`src/rtl/sd_sector_loader_if.sv`:
```
// Loader-side bundle: start/config inputs, readsd request/data handshake, RAM write port, status.
// master = the sector loader, slave = the surrounding logic (reader, RAM, asset loader).
interface sd_sector_loader_if #(
  parameter int ADDR_W = 17,
  parameter int CNT_W  = 16
);
  logic              init;
  logic              start;
  logic [31:0]       start_sec;
  logic [CNT_W-1:0]  sec_count;
  logic [ADDR_W-1:0] base_addr;
  logic [31:0]       sec;
  logic              read_req;
  logic [7:0]        rd_data;
  logic              rd_valid;
  logic              read_complete;
  logic              ram_we;
  logic [ADDR_W-1:0] ram_addr;
  logic [7:0]        ram_wdata;
  logic              busy;
  logic              done;
  logic              error;

  modport master (
    input  init, start, start_sec, sec_count, base_addr,
    input  rd_data, rd_valid, read_complete,
    output sec, read_req, ram_we, ram_addr, ram_wdata, busy, done, error
  );

  modport slave (
    output init, start, start_sec, sec_count, base_addr,
    output rd_data, rd_valid, read_complete,
    input  sec, read_req, ram_we, ram_addr, ram_wdata, busy, done, error
  );
endinterface

```
`src/rtl/sd_sector_loader.sv`:
```
// Sequences multi-sector reads from the readsd reader and streams the bytes into a linear RAM image.
// Optional watchdog plus per-sector retry is built when SD_LOADER_TIMEOUT_EN is defined.
module sd_sector_loader #(
  parameter int ADDR_W    = 17,
  parameter int SEC_BYTES = 512,
  parameter int CNT_W     = 16
) (
  input logic                sd_clk,
  input logic                rst_n,
  sd_sector_loader_if.master bus
);
  localparam int BC_W = $clog2(SEC_BYTES + 1);
  localparam logic [BC_W-1:0] FULL = BC_W'(SEC_BYTES);
  localparam logic [BC_W-1:0] LAST = BC_W'(SEC_BYTES - 1);

  typedef enum logic [2:0] {IDLE, WAIT_INIT, ISSUE, RECV, NEXT, DONE, ERR} state_t;
  state_t state, state_nx;

  logic [31:0]       cur_sec;
  logic [CNT_W-1:0]  remaining;
  logic [ADDR_W-1:0] cur_addr;
  logic [BC_W-1:0]   byte_cnt;
  logic              ovf;
  logic              err_q;
  logic              we_p1;
  logic [ADDR_W-1:0] addr_p1;
  logic [7:0]        wdata_p1;

  logic accept, take_byte, drop_byte, full_after, ovf_after;
  logic sector_fail, retry_ok, wd_expired;

`ifdef SD_LOADER_TIMEOUT_EN
  logic [23:0]       wd_cnt;
  logic [1:0]        retries;
  logic [ADDR_W-1:0] sec_addr;
  assign wd_expired = (state == RECV) && !bus.rd_valid && (wd_cnt == 24'hFF_FFFF);
  assign retry_ok   = (retries < 2'd2);
`else
  assign wd_expired = 1'b0;
  assign retry_ok   = 1'b0;
`endif

  // A byte arriving together with read_complete is counted before the completeness check.
  always_comb begin
    accept      = (state == IDLE) && bus.start;
    take_byte   = (state == RECV) && bus.rd_valid && (byte_cnt < FULL);
    drop_byte   = (state == RECV) && bus.rd_valid && (byte_cnt >= FULL);
    full_after  = (byte_cnt >= FULL) || (take_byte && (byte_cnt == LAST));
    ovf_after   = ovf || drop_byte;
    sector_fail = 1'b0;
    if ((state == ISSUE) || (state == RECV))
      sector_fail = !bus.init || wd_expired ||
                    ((state == RECV) && bus.read_complete && (!full_after || ovf_after));
  end

  always_ff @(posedge sd_clk or negedge rst_n) begin
    if (!rst_n) state <= IDLE;
    else        state <= state_nx;
  end

  always_comb begin
    state_nx     = state;
    bus.read_req = 1'b0;
    bus.busy     = 1'b0;
    bus.done     = 1'b0;
    case (state)
      IDLE: begin
        if (bus.start) state_nx = (bus.sec_count == '0) ? DONE : WAIT_INIT;
      end
      WAIT_INIT: begin
        bus.busy = 1'b1;
        if (bus.init) state_nx = ISSUE;
      end
      ISSUE: begin
        bus.busy     = 1'b1;
        bus.read_req = 1'b1;
        state_nx     = RECV;
      end
      RECV: begin
        bus.busy     = 1'b1;
        bus.read_req = 1'b1;
        if (bus.read_complete) state_nx = NEXT;
      end
      NEXT: begin
        bus.busy = 1'b1;
        state_nx = (remaining == CNT_W'(1)) ? DONE : ISSUE;
      end
      DONE: begin
        bus.done = 1'b1;
        state_nx = IDLE;
      end
      ERR:     state_nx = IDLE;
      default: state_nx = IDLE;
    endcase
    if (sector_fail) state_nx = retry_ok ? ISSUE : ERR;
  end

  // Write stage p1: one register between the accepted byte and the RAM port.
  always_ff @(posedge sd_clk or negedge rst_n) begin
    if (!rst_n) begin
      cur_sec   <= '0;
      remaining <= '0;
      cur_addr  <= '0;
      byte_cnt  <= '0;
      ovf       <= 1'b0;
      err_q     <= 1'b0;
      we_p1     <= 1'b0;
      addr_p1   <= '0;
      wdata_p1  <= '0;
`ifdef SD_LOADER_TIMEOUT_EN
      wd_cnt    <= '0;
      retries   <= '0;
      sec_addr  <= '0;
`endif
    end else begin
      we_p1 <= take_byte;
      if (take_byte) begin
        addr_p1  <= cur_addr;
        wdata_p1 <= bus.rd_data;
        cur_addr <= cur_addr + ADDR_W'(1);
        byte_cnt <= byte_cnt + BC_W'(1);
      end
      if (drop_byte) ovf <= 1'b1;
      if (accept) begin
        cur_sec   <= bus.start_sec;
        remaining <= bus.sec_count;
        cur_addr  <= bus.base_addr;
        err_q     <= 1'b0;
      end
      if (state == ISSUE) begin
        byte_cnt <= '0;
        ovf      <= 1'b0;
      end
      if (state == NEXT) begin
        remaining <= remaining - CNT_W'(1);
        cur_sec   <= cur_sec + 32'd1;
      end
      if (state_nx == ERR) err_q <= 1'b1;
`ifdef SD_LOADER_TIMEOUT_EN
      if ((state == ISSUE) || bus.rd_valid) wd_cnt <= '0;
      else if (state == RECV)               wd_cnt <= wd_cnt + 24'd1;
      if (state == ISSUE) sec_addr <= cur_addr;
      if (accept || (state == NEXT)) retries <= '0;
      // A retried sector is rewritten from its own first RAM byte.
      if (sector_fail && retry_ok) begin
        retries  <= retries + 2'd1;
        cur_addr <= sec_addr;
      end
`endif
    end
  end

  assign bus.sec       = cur_sec;
  assign bus.error     = err_q;
  assign bus.ram_we    = we_p1;
  assign bus.ram_addr  = addr_p1;
  assign bus.ram_wdata = wdata_p1;
endmodule

```
`src/flat_wrapper.sv`:
```
// flat-port wrapper written by rule: the top's interface ports become plain ports
module sd_sector_loader_flat 
#(
  parameter int ADDR_W    = 17,
  parameter int SEC_BYTES = 512,
  parameter int CNT_W     = 16
)
  (sd_clk, rst_n, bus_init, bus_start, bus_start_sec, bus_sec_count, bus_base_addr, bus_rd_data, bus_rd_valid, bus_read_complete, bus_sec, bus_read_req, bus_ram_we, bus_ram_addr, bus_ram_wdata, bus_busy, bus_done, bus_error);
  sd_sector_loader_if #(.ADDR_W(ADDR_W), .CNT_W(CNT_W)) bus_i ();
  input logic sd_clk;
  input logic rst_n;
  input wire logic [$bits(bus_i.init)-1:0] bus_init;
  input wire logic [$bits(bus_i.start)-1:0] bus_start;
  input wire logic [$bits(bus_i.start_sec)-1:0] bus_start_sec;
  input wire logic [$bits(bus_i.sec_count)-1:0] bus_sec_count;
  input wire logic [$bits(bus_i.base_addr)-1:0] bus_base_addr;
  input wire logic [$bits(bus_i.rd_data)-1:0] bus_rd_data;
  input wire logic [$bits(bus_i.rd_valid)-1:0] bus_rd_valid;
  input wire logic [$bits(bus_i.read_complete)-1:0] bus_read_complete;
  output wire logic [$bits(bus_i.sec)-1:0] bus_sec;
  output wire logic [$bits(bus_i.read_req)-1:0] bus_read_req;
  output wire logic [$bits(bus_i.ram_we)-1:0] bus_ram_we;
  output wire logic [$bits(bus_i.ram_addr)-1:0] bus_ram_addr;
  output wire logic [$bits(bus_i.ram_wdata)-1:0] bus_ram_wdata;
  output wire logic [$bits(bus_i.busy)-1:0] bus_busy;
  output wire logic [$bits(bus_i.done)-1:0] bus_done;
  output wire logic [$bits(bus_i.error)-1:0] bus_error;
  assign bus_i.init = bus_init;
  assign bus_i.start = bus_start;
  assign bus_i.start_sec = bus_start_sec;
  assign bus_i.sec_count = bus_sec_count;
  assign bus_i.base_addr = bus_base_addr;
  assign bus_i.rd_data = bus_rd_data;
  assign bus_i.rd_valid = bus_rd_valid;
  assign bus_i.read_complete = bus_read_complete;
  assign bus_sec = bus_i.sec;
  assign bus_read_req = bus_i.read_req;
  assign bus_ram_we = bus_i.ram_we;
  assign bus_ram_addr = bus_i.ram_addr;
  assign bus_ram_wdata = bus_i.ram_wdata;
  assign bus_busy = bus_i.busy;
  assign bus_done = bus_i.done;
  assign bus_error = bus_i.error;
  sd_sector_loader #(.ADDR_W(ADDR_W), .SEC_BYTES(SEC_BYTES), .CNT_W(CNT_W)) u_core (.sd_clk(sd_clk), .rst_n(rst_n), .bus(bus_i));
endmodule
```
`config.mk`:
```
export PLATFORM = sky130hd
export DESIGN_NAME = sd_sector_loader_flat
export DESIGN_NICKNAME = d
export VERILOG_FILES = /design/src/rtl/sd_sector_loader_if.sv /design/src/rtl/sd_sector_loader.sv /design/src/flat_wrapper.sv
export SDC_FILE = /design/constraint.sdc
export NUM_CORES = 1
export LEC_CHECK = 0
export CAP_MARGIN = 20
export CORE_ASPECT_RATIO = 1.5
export CORE_MARGIN = 2
export CORE_UTILIZATION = 50
export CTS_CLUSTER_DIAMETER = 30
export DETAILED_ROUTE_END_ITERATION = 8
export GPL_ROUTABILITY_DRIVEN = 1
export GPL_TIMING_DRIVEN = 0
export PLACE_DENSITY = 0.87
export SYNTH_ARGS = -nofsm -noshare
export SYNTH_HDL_FRONTEND = slang
export SYNTH_SLANG_ARGS = --single-unit
```
`constraint.sdc`:
```
create_clock -name sd_clk -period 2.35 [get_ports sd_clk]
set_input_delay 0.235 -clock sd_clk [delete_from_list [all_inputs] [get_ports sd_clk]]
set_output_delay 0.235 -clock sd_clk [all_outputs]
set_load 0.01 [all_outputs]
```
* Word level (Yosys, flattened, before mapping)
Index checks and enable logic that the tools add are counted.
Cells by class: $lt $le $gt $ge 2, add/subtract/negate cells 4, multiplexer cells 23, reductions and logical operators 23, equal/unequal tests 8
Operators by type and width (count):
- 32-bit two-way mux | 2
- 17-bit two-way mux | 2
- 32-bit by 1-bit adder with 32-bit output, second input constant | 1
- 16-bit two-way mux | 2
- 10-bit two-way mux | 2
- 3-bit two-way mux | 6
- 17-bit by 1-bit adder with 17-bit output, second input constant | 1
- 16-bit by 1-bit equality test with 1-bit output, second input constant | 1
- 16-bit zero test | 1
- 16-bit by 1-bit subtractor with 16-bit output, second input constant | 1
- 3-bit one-hot mux with 5 select lines | 1
- 10-bit by 1-bit adder with 10-bit output, second input constant | 1
- 10-bit by 9-bit equality test with 1-bit output, second input constant | 1
- 10-bit >= comparator, second input constant | 1
- 10-bit < comparator, second input constant | 1
- 2-bit nonzero test | 5
- 3-bit equality test, second input constant | 3
- 1-bit two-way mux | 8
- 1-bit logical AND | 7
- 3-bit by 2-bit equality test with 1-bit output, second input constant | 2
- 1-bit logical OR | 5
- 4-bit OR reduction | 1
- 3-bit by 1-bit equality test with 1-bit output, second input constant | 1
- 3-bit zero test | 1
- other kinds (2) | 3
Storage, ports and cells: word-level logic and storage cells 70, flip-flop bits (word level) 106

* Longest topological paths before layout
Gate-level depths: netlist (run 1).
word-level depth 13, depth in mapped cells 9

* Worst setup path before layout (run 1)
No wires, ideal clock.
path kind register to register, start register u_core.state[0], end register u_core.cur_addr[10], cell stages (with the launch flop) 9, data required time 2.224 ns, slack 0.452 ns, library setup time 0.126 ns, data arrival time 1.772 ns, cell sequence dfrtp_1 -> buf_2 -> or2_1 -> buf_2 -> or3_1 -> buf_2 -> nand2_2 -> nand2_1 -> a221o_1
On the way: word-level cells in the longest chain between the ends 4, elaborated cells on any way between the ends 7, those cells by class 1 x eq/ne; 1 x mux; 5 x reduce/logical
Ends and longest elaborated chain:
- start, declared | RTL line sd_sector_loader.sv:17 | state_t state, state_nx;
- start signal, assigned | RTL line sd_sector_loader.sv:58 | else state <= state_nx;
- 3-bit by 2-bit equality test with 1-bit output | RTL line sd_sector_loader.sv:46 | take_byte = (state == RECV) && bus.rd_valid && (byte_cnt < FULL);
- 1-bit logical AND (2 in series) | RTL line sd_sector_loader.sv:46
- 2-bit nonzero test (no source line)
- end signal, assigned | RTL line sd_sector_loader.sv:120 | cur_addr <= cur_addr + ADDR_W'(1);
- end signal, assigned | RTL line sd_sector_loader.sv:127 | cur_addr <= bus.base_addr;
- end, declared | RTL line sd_sector_loader.sv:21 | logic [ADDR_W-1:0] cur_addr;
Parallel ways exist; a longest one is shown, timed or not. A chain may end at the register's enable or synchronous reset.

* Worst setup path after layout (run 1)
start register u_core.state[2], end output bus_done
On the way: word-level cells in the longest chain between the ends 2
Ends and longest elaborated chain:
- 3-bit equality test | RTL line sd_sector_loader.sv:66 | case (state)
- 1-bit two-way mux | RTL line sd_sector_loader.sv:66
- end, declared | RTL line flat_wrapper.sv:26 | output wire logic [$bits(bus_i.done)-1:0] bus_done;
No other way between the ends.

==> results of run 1 <==
[metal layers]
metal  track usage  wire length [um]
met5             0                 0
met4        0.1528               792
met3       0.04431              1245
met2        0.5032              9341
met1        0.3427              6693
[synth_stat cells (10+ instances only)]
cell type / instances / area share
a21oi_1: 41 / 0.035
nor2_1: 69 / 0.044
nor4_1: 10 / 0.011
nor3_1: 25 / 0.021
clkbuf_1: 16 / 0.010
o22ai_1: 13 / 0.014
nand3_1: 27 / 0.023
nand2_1: 139 / 0.088
a211oi_1: 13 / 0.016
o21ai_0: 21 / 0.018
mux2i_1: 14 / 0.024
nand4_1: 15 / 0.016
buf_2: 17 / 0.014
xor2_1: 13 / 0.019
and3_1: 10 / 0.011
dfrtp_1: 106 / 0.45
[what timing repair did]
| action | in CTS | in global routing |
|---|---|---|
| endpoints found under the hold margin | 36 | 0 |
| hold buffers | 1 | 0 |
| setup endpoints to repair | 11 | 5 |
| resized for setup | 7 | 7 |
| pin swaps | 1 | 1 |
| buffers inserted | 1 | 2 |
[worst min path at each step]
stage / start / endpoint / slack (ns) / cells past startpoint
final: rst_n / u_core.remaining[13] / 0.40 / 2
after global routing: bus_rd_data[6] / u_core.bus.ram_wdata[6] / 0.39 / 3
after detailed placement: rst_n / u_core.remaining[13] / 0.25 / 1
after CTS: bus_rd_data[6] / u_core.bus.ram_wdata[6] / 0.40 / 3
after floorplan: rst_n / u_core.bus.error / -0.06 / 0
after global placement: u_core.bus.ram_addr[7] / u_core.bus.ram_addr[7] / 0.46 / 2
[stage by stage]
| stage | setup TNS, ns | util | total power, mW |
|---|---|---|---|
| after detailed placement | -0.1762 | 0.6533 | 8.035 |
| after floorplan | 0 | - | 5.969 |
| after global routing | 0 | 0.6825 | 10.27 |
| after global placement | -321.77 | 0.6512 | 7.902 |
| after CTS | 0 | 0.6808 | 9.582 |
| final | 0 | 0.6825 | 9.644 |
[report_power, final]
group	internal, mW	switching [mW]	leakage (nW)
sequential	2.60	0.923	1.30
clock	0.739	0.746	0.139
combinational	2.13	2.50	1.84
total	5.47	4.17	3.28
[area by class of cell]
class,instances,area share
multi-input combinational,531,0.3911
clock inverter,7,0.007472
clock buffer,9,0.02862
inverter,10,0.004769
buffer,36,0.02178
tap,150,0.02385
timing repair buffer,145,0.1854
sequential,106,0.3370
[state kept, by name, summed over array words and instances, names as in the netlist]
register and flops:
u_core.bus.sec 32, u_core.bus.ram_addr 17, u_core.cur_addr 17, u_core.remaining 16, u_core.byte_cnt 10, u_core.bus.ram_wdata 8, u_core.state 3, u_core.bus.error 1
u_core.bus.ram_we 1, u_core.ovf 1
[cell families after synthesis]
family          count (synthesis)  synth area share
xor+xnor                       22           0.03255
compound gates                142            0.1547
buf+inv                        46           0.03276
simple gates                  345            0.2917
flops                         106            0.4481
fa+ha+maj                       6           0.01268
mux                            16           0.02748
==> summary.md, run 1 <==
| Metric | Value |
|---|---|
| First-pass detailed-route iteration total | 5 |
| GRT overflow | 0 |
| CP required | 2.12 ns |
| Mapped Nets | 768 |
| CP Class | reg2out |
| FMAX | 437.3 MHz |
| DP HPWL | 13,070 um |
| Count of different cell masters after synthesis | 65 |
| Ys flop type | dfrtp_1 |
| Die ar. | 0.01274 mm^2 |
| Via/cell ratio | 5.992 |
| Synth Cell Area | 0.005919 mm^2 |
| Critical R2R Launch | u_core.state[0] |
| CP endpoint | bus_done |
| Final Cycle Share | 0.9731 |
| Area post-placement | 0.007533 mm^2 |
| Ant diodes | 0 |
| Hold WC Path Type | in2async |
| Nets | 924 |
| Critical Path Max Stage Delay | 0.54 ns |
| Antenna Violating Nets Remaining | 0 |
| Cell Rows | 48 |
| Max H-tree Level | 3 |
| Initial antenna violation count | 0 |
| Clock buffer depth | 2 |
| Most frequent cells in the layout | nand2_1, clkdlybuf4s50_1, dfrtp_1 |
| Area grow syn2layout | 32.95% |
| PwrDens | 1225 mW/mm^2 |
| Setup violators final | 0 |
| CP top delay family | buffers and inverters |
| Crit path buf inv count | 4 |
| Pre-CTS setup slack | -0.03653 ns |
| R2R depth | 7 |
| Clk_lat worst skew | 0.36 ns |
| Startpoint types | flip-flop |
| Vias | 5,956 |
| YS warnings | 0 |
| CTS root buf | clkbuf_16 |
| R2r setup slk | 0.10 ns |
| Vias in the first global route | 5,682 |
| Async S/R FF share, synth | 1.000 |
| DRC viols | 0 |
| Sink Count | 106 |
| Unrepaired setup endpoints after global routing | false |
| Core footprint | 0.01153 mm^2 |
| Cell depth of the worst setup path | 5 |
| VDD IR max | 0.0006469 V |
| Post-synth EDFFs | 0 |
| IO Pins | 141 |
| Fill cell count | 934 |
| Worst-path cell chain | buf_2, buf_4, buf_4, and2_1, clkdlybuf4s50_1 |
| R2R Path End | u_core.remaining[10] |
| Final non-filler cell total | 994 |
| Measured slew at the worst slew-check pin | 0.7862 ns |
| Register area | 0.002653 mm^2 |
| Min Hold Slack | 0.3982 ns |
| Sequential share of the synthesized area | 0.4481 |
| Post-synthesis instance total | 683 |
| FF+latch count, synth | 106 |
| Crit path launch | u_core.state[2] |
| CTS tree | done |
| Die height | 137.3 um |
| CTS buffer count | 9 |
| CP max-delay cell | clkdlybuf4s50_1 |
| Total track usage | 0.2889 |
| Starting Density | 0.5133 |
| Mean Syn Cell Area | 8.667 um^2 |
| CP dominant cell by count | buf_4 |
| Crit-path max FO | 10 |
| WL final | 18,070 um |
| Clock transition at the registers of the reported paths | 0.08 ns |
| PortBufs | 140 |
| Multi-input gate area | 0.003078 mm^2 |
| Largest net degree at the start of global routing | 71 |
| Slew Limit Fails | 0 |
| Die Width | 92.84 um |
| PnR worst setup slack | 0.06310 ns |
| Final Hold Violating Endpoints | 0 |
| Final Skew | 0.01210 ns |
| Drt wl/cell | 18.18 um |
| First-pass GRT wire length | 28,720 um |
| Routability congestion estimate | 0.9713 |
| Starting DRT DRC Count | 407 |
| Worst slew margin relative to its limit | 0.4724 |
| Crit path capture type | output pin |
| Max Cap Viol | 0 |
| Final min period | 2.287 ns |
| Fin area | 0.007870 mm^2 |
| P_leak | 3.278 nW |
| CP arrival | 2.05 ns |
| Status | finished clean |
| Layout cells sized above 1 | 0.07820 |
| Placed Cells incl. Taps | 974 |
Power figures use the tool's default switching activity.
==> run 2, diff against run 1 <==
--- a/config.mk
+++ b/config.mk
@@ -8,12 +8,13 @@
 export CAP_MARGIN = 20
 export CORE_ASPECT_RATIO = 1.5
 export CORE_MARGIN = 2
-export CORE_UTILIZATION = 50
+export CORE_UTILIZATION = 55
 export CTS_CLUSTER_DIAMETER = 30
 export DETAILED_ROUTE_END_ITERATION = 8
+export DONT_BUFFER_PORTS = 1
 export GPL_ROUTABILITY_DRIVEN = 1
 export GPL_TIMING_DRIVEN = 0
-export PLACE_DENSITY = 0.87
+export PLACE_DENSITY = 0.77
 export SYNTH_ARGS = -nofsm -noshare
 export SYNTH_HDL_FRONTEND = slang
 export SYNTH_SLANG_ARGS = --single-unit
==> run 2 against run 1 <==
The run now ends with negative hold slack left; count of clock-buffer cells in the layout unchanged; combinational power decreased by 30%; cell count decreased by 14%; routed wire length decreased by 2.8%; clock skew decreased by 0.0028 ns; fmax decreased by 0.13%; sequential power increased by 9.4%; critical endpoint is now u_core.bus.sec[25]; highest routed layer unchanged.
==> summary.md, run 2 (synthesized netlist as in run 1, its figures left out) <==
| Metric | Value |
|---|---|
| Status | finished with violations |
| Violated checks | negative hold slack |
| GRT overflow | 0 (unchanged) |
| DP HPWL | 12,610 um (-3.5%) |
| Vias | 5,494 (-7.8%) |
| P_leak | 2.775 nW (-15%) |
| Nets | 793 (-14%) |
| Die Width | 88.71 um (-4.5%) |
| Critical R2R Launch | u_core.bus.sec[9] |
| Ant diodes | 0 (unchanged) |
| Die ar. | 0.01163 mm^2 (-8.8%) |
| Cell Rows | 46 (-4.2%) |
| WL final | 17,570 um (-2.8%) |
| Final Skew | 0.009279 ns (-0.002820 ns) |
| Clock transition at the registers of the reported paths | 0.08 ns (about the same) |
| Measured slew at the worst slew-check pin | 0.7430 ns (-0.04314 ns) |
| Vias in the first global route | 5,409 (-4.8%) |
| Startpoint types | flip-flop |
| CTS buffer count | 9 (unchanged) |
| Hold WC Path Type | in2async |
| IO Pins | 141 (unchanged) |
| Starting Density | 0.5620 (+0.04866) |
| CP required | 2.59 ns (+0.47 ns) |
| Initial antenna violation count | 0 (unchanged) |
| Routability congestion estimate | 0.9179 (-5.5%) |
| Sink Count | 106 (unchanged) |
| Setup violators final | 0 (unchanged) |
| Worst-path cell chain | nand3_4, nor4_4, nand3_2, mux2_1, a221o_1 |
| Drt wl/cell | 20.50 um (+13%) |
| Antenna Violating Nets Remaining | 0 (unchanged) |
| FMAX | 436.7 MHz (-0.13%) |
| Core footprint | 0.01053 mm^2 (-8.7%) |
| Largest net degree at the start of global routing | 107 (+51%) |
| VDD IR max | 0.0006852 V (+5.9%) |
| Most common cell after layout, fill and taps aside | nand2_1 |
| Max H-tree Level | 3 (unchanged) |
| PwrDens | 1337 mW/mm^2 (+9.1%) |
| CP Class | reg2reg |
| Slew Limit Fails | 0 (unchanged) |
| Via/cell ratio | 6.411 (+7.0%) |
| Die height | 131.1 um (-4.5%) |
| CTS tree | done |
| Layout cells sized above 1 | 0.08555 (+0.007355) |
| CP arrival | 2.53 ns (+0.48 ns) |
| First-pass GRT wire length | 27,140 um (-5.5%) |
| First-pass detailed-route iteration total | 5 (unchanged) |
| Final Cycle Share | 0.9744 (+0.001288) |
| Critical Path Max Stage Delay | 0.55 ns (about the same) |
| DRC viols | 0 (unchanged) |
| Max Cap Viol | 0 (unchanged) |
| CP max-delay cell | dfrtp_1 |
| Total track usage | 0.3046 (+0.01571) |
| Most frequent cells in the layout | nand2_1, dfrtp_1, nor2_1 |
| PortBufs | 0 (-100%) |
| Min Hold Slack | -0.4349 ns (-0.8331 ns) |
| Pwr Total | 8.790 mW (-8.9%) |
| R2R depth | 5 (-2) |
| Clk_lat worst skew | 0.36 ns (about the same) |
| Worst slew margin relative to its limit | 0.5013 (+0.02896) |
| Final min period | 2.290 ns (+0.003027 ns) |
| CTS root buf | clkbuf_16 |
| R2r setup slk | 0.06 ns (-0.04 ns) |
| Final Hold Violating Endpoints | 106 (+106) |
| Largest register FFs | 32 (unchanged) |
| Crit-path max FO | 7 (-3) |
| Crit path capture type | flip-flop |
| R2R Path End | u_core.bus.sec[25] |
| Area grow syn2layout | 11.10% |
| Unrepaired setup endpoints after global routing | true |
| Clock buffer depth | 2 (unchanged) |
| Starting DRT DRC Count | 303 (-26%) |
-- run 2: cell types whose count changed in the layout (fill, tap and decap cells not counted), moves of 2 or more --
| cell | delta |
|---|---|
| dlygate4sd3_1 | +11 |
| clkbuf_1 | +3 |
| buf_4 | -4 |
| clkdlybuf4s50_1 | -139 |
| bufinv_16 | +2 |
-- run 2: critical path, delay by kind of cell, from the launching register on --
family             cells  cell delay [ns]
DFF                    1             0.55
AOI/OAI and AO/OA      1             0.31
and+or+nand+nor        3             0.95
muxes                  1             0.35
-- run 2: final cells by class --
cell class	instances	area [um^2]
plain buffers	36	160.2
clock buffers	9	225.2
clock inverters	7	106.4
fillers	900	3956
inverters	10	37.54
multi-input cells	531	3078
flip-flops and latches	106	2654
well taps	144	180.2
repair buffers	14	135.1
-- run 2: worst max path at each step --
stage / from / endpoint / slack (ns) / depth (start not counted)
after floorplan: u_core.state[0] / u_core.cur_addr[10] / 0.45 / 8
after global placement: u_core.state[0] / u_core.bus.sec[26] / 0.03 / 7
after detailed placement: u_core.state[0] / u_core.bus.sec[18] / 0.03 / 7
after CTS: u_core.state[2] / bus_done / 0.006 / 4
after global routing: u_core.state[0] / u_core.cur_addr[13] / -0.005 / 8
final: u_core.bus.sec[9] / u_core.bus.sec[25] / 0.06 / 5
-- run 2: what timing repair did --
item	4_1_cts	5_1_grt
endpoints found under the setup margin	0	18
hold buffers	11	1
endpoints found under the hold margin	117	107
buffers inserted	0	2
gates resized for setup	0	7
-- run 2: layer usage --
| metal | up-vias | GRT usage | routed length [um] |
|---|---|---|---|
| li1 | 2498 | - | - |
| met1 | 2660 | 0.3391 | 6130 |
| met2 | 281 | 0.5189 | 9045 |
| met3 | 55 | 0.08829 | 1669 |
| met4 | 0 | 0.1613 | 722 |
| met5 | - | 0 | 0 |
-- run 2: metrics by stage --
stage	std cells	worst slack, ns	setup TNS, ns	instance area, um^2	util
finish	857	0.06008	0	6576	0.6244
global route	857	-0.005038	-0.005038	6576	0.6244
CTS	854	0.005649	0	6541	0.6211
detailed placement	827	0.03410	0	6100	0.5791
global placement	827	0.03190	0	6100	0.5791
floorplan	683	0.4519	0	5919	-
-- run 2: where the power goes --
part / switching (mW) / internal [mW] / leakage [nW]
sequential: 1.24 / 2.60 / 1.30
combinational: 2.02 / 1.22 / 1.31
clock: 0.747 / 0.956 / 0.163
total: 4.02 / 4.77 / 2.78
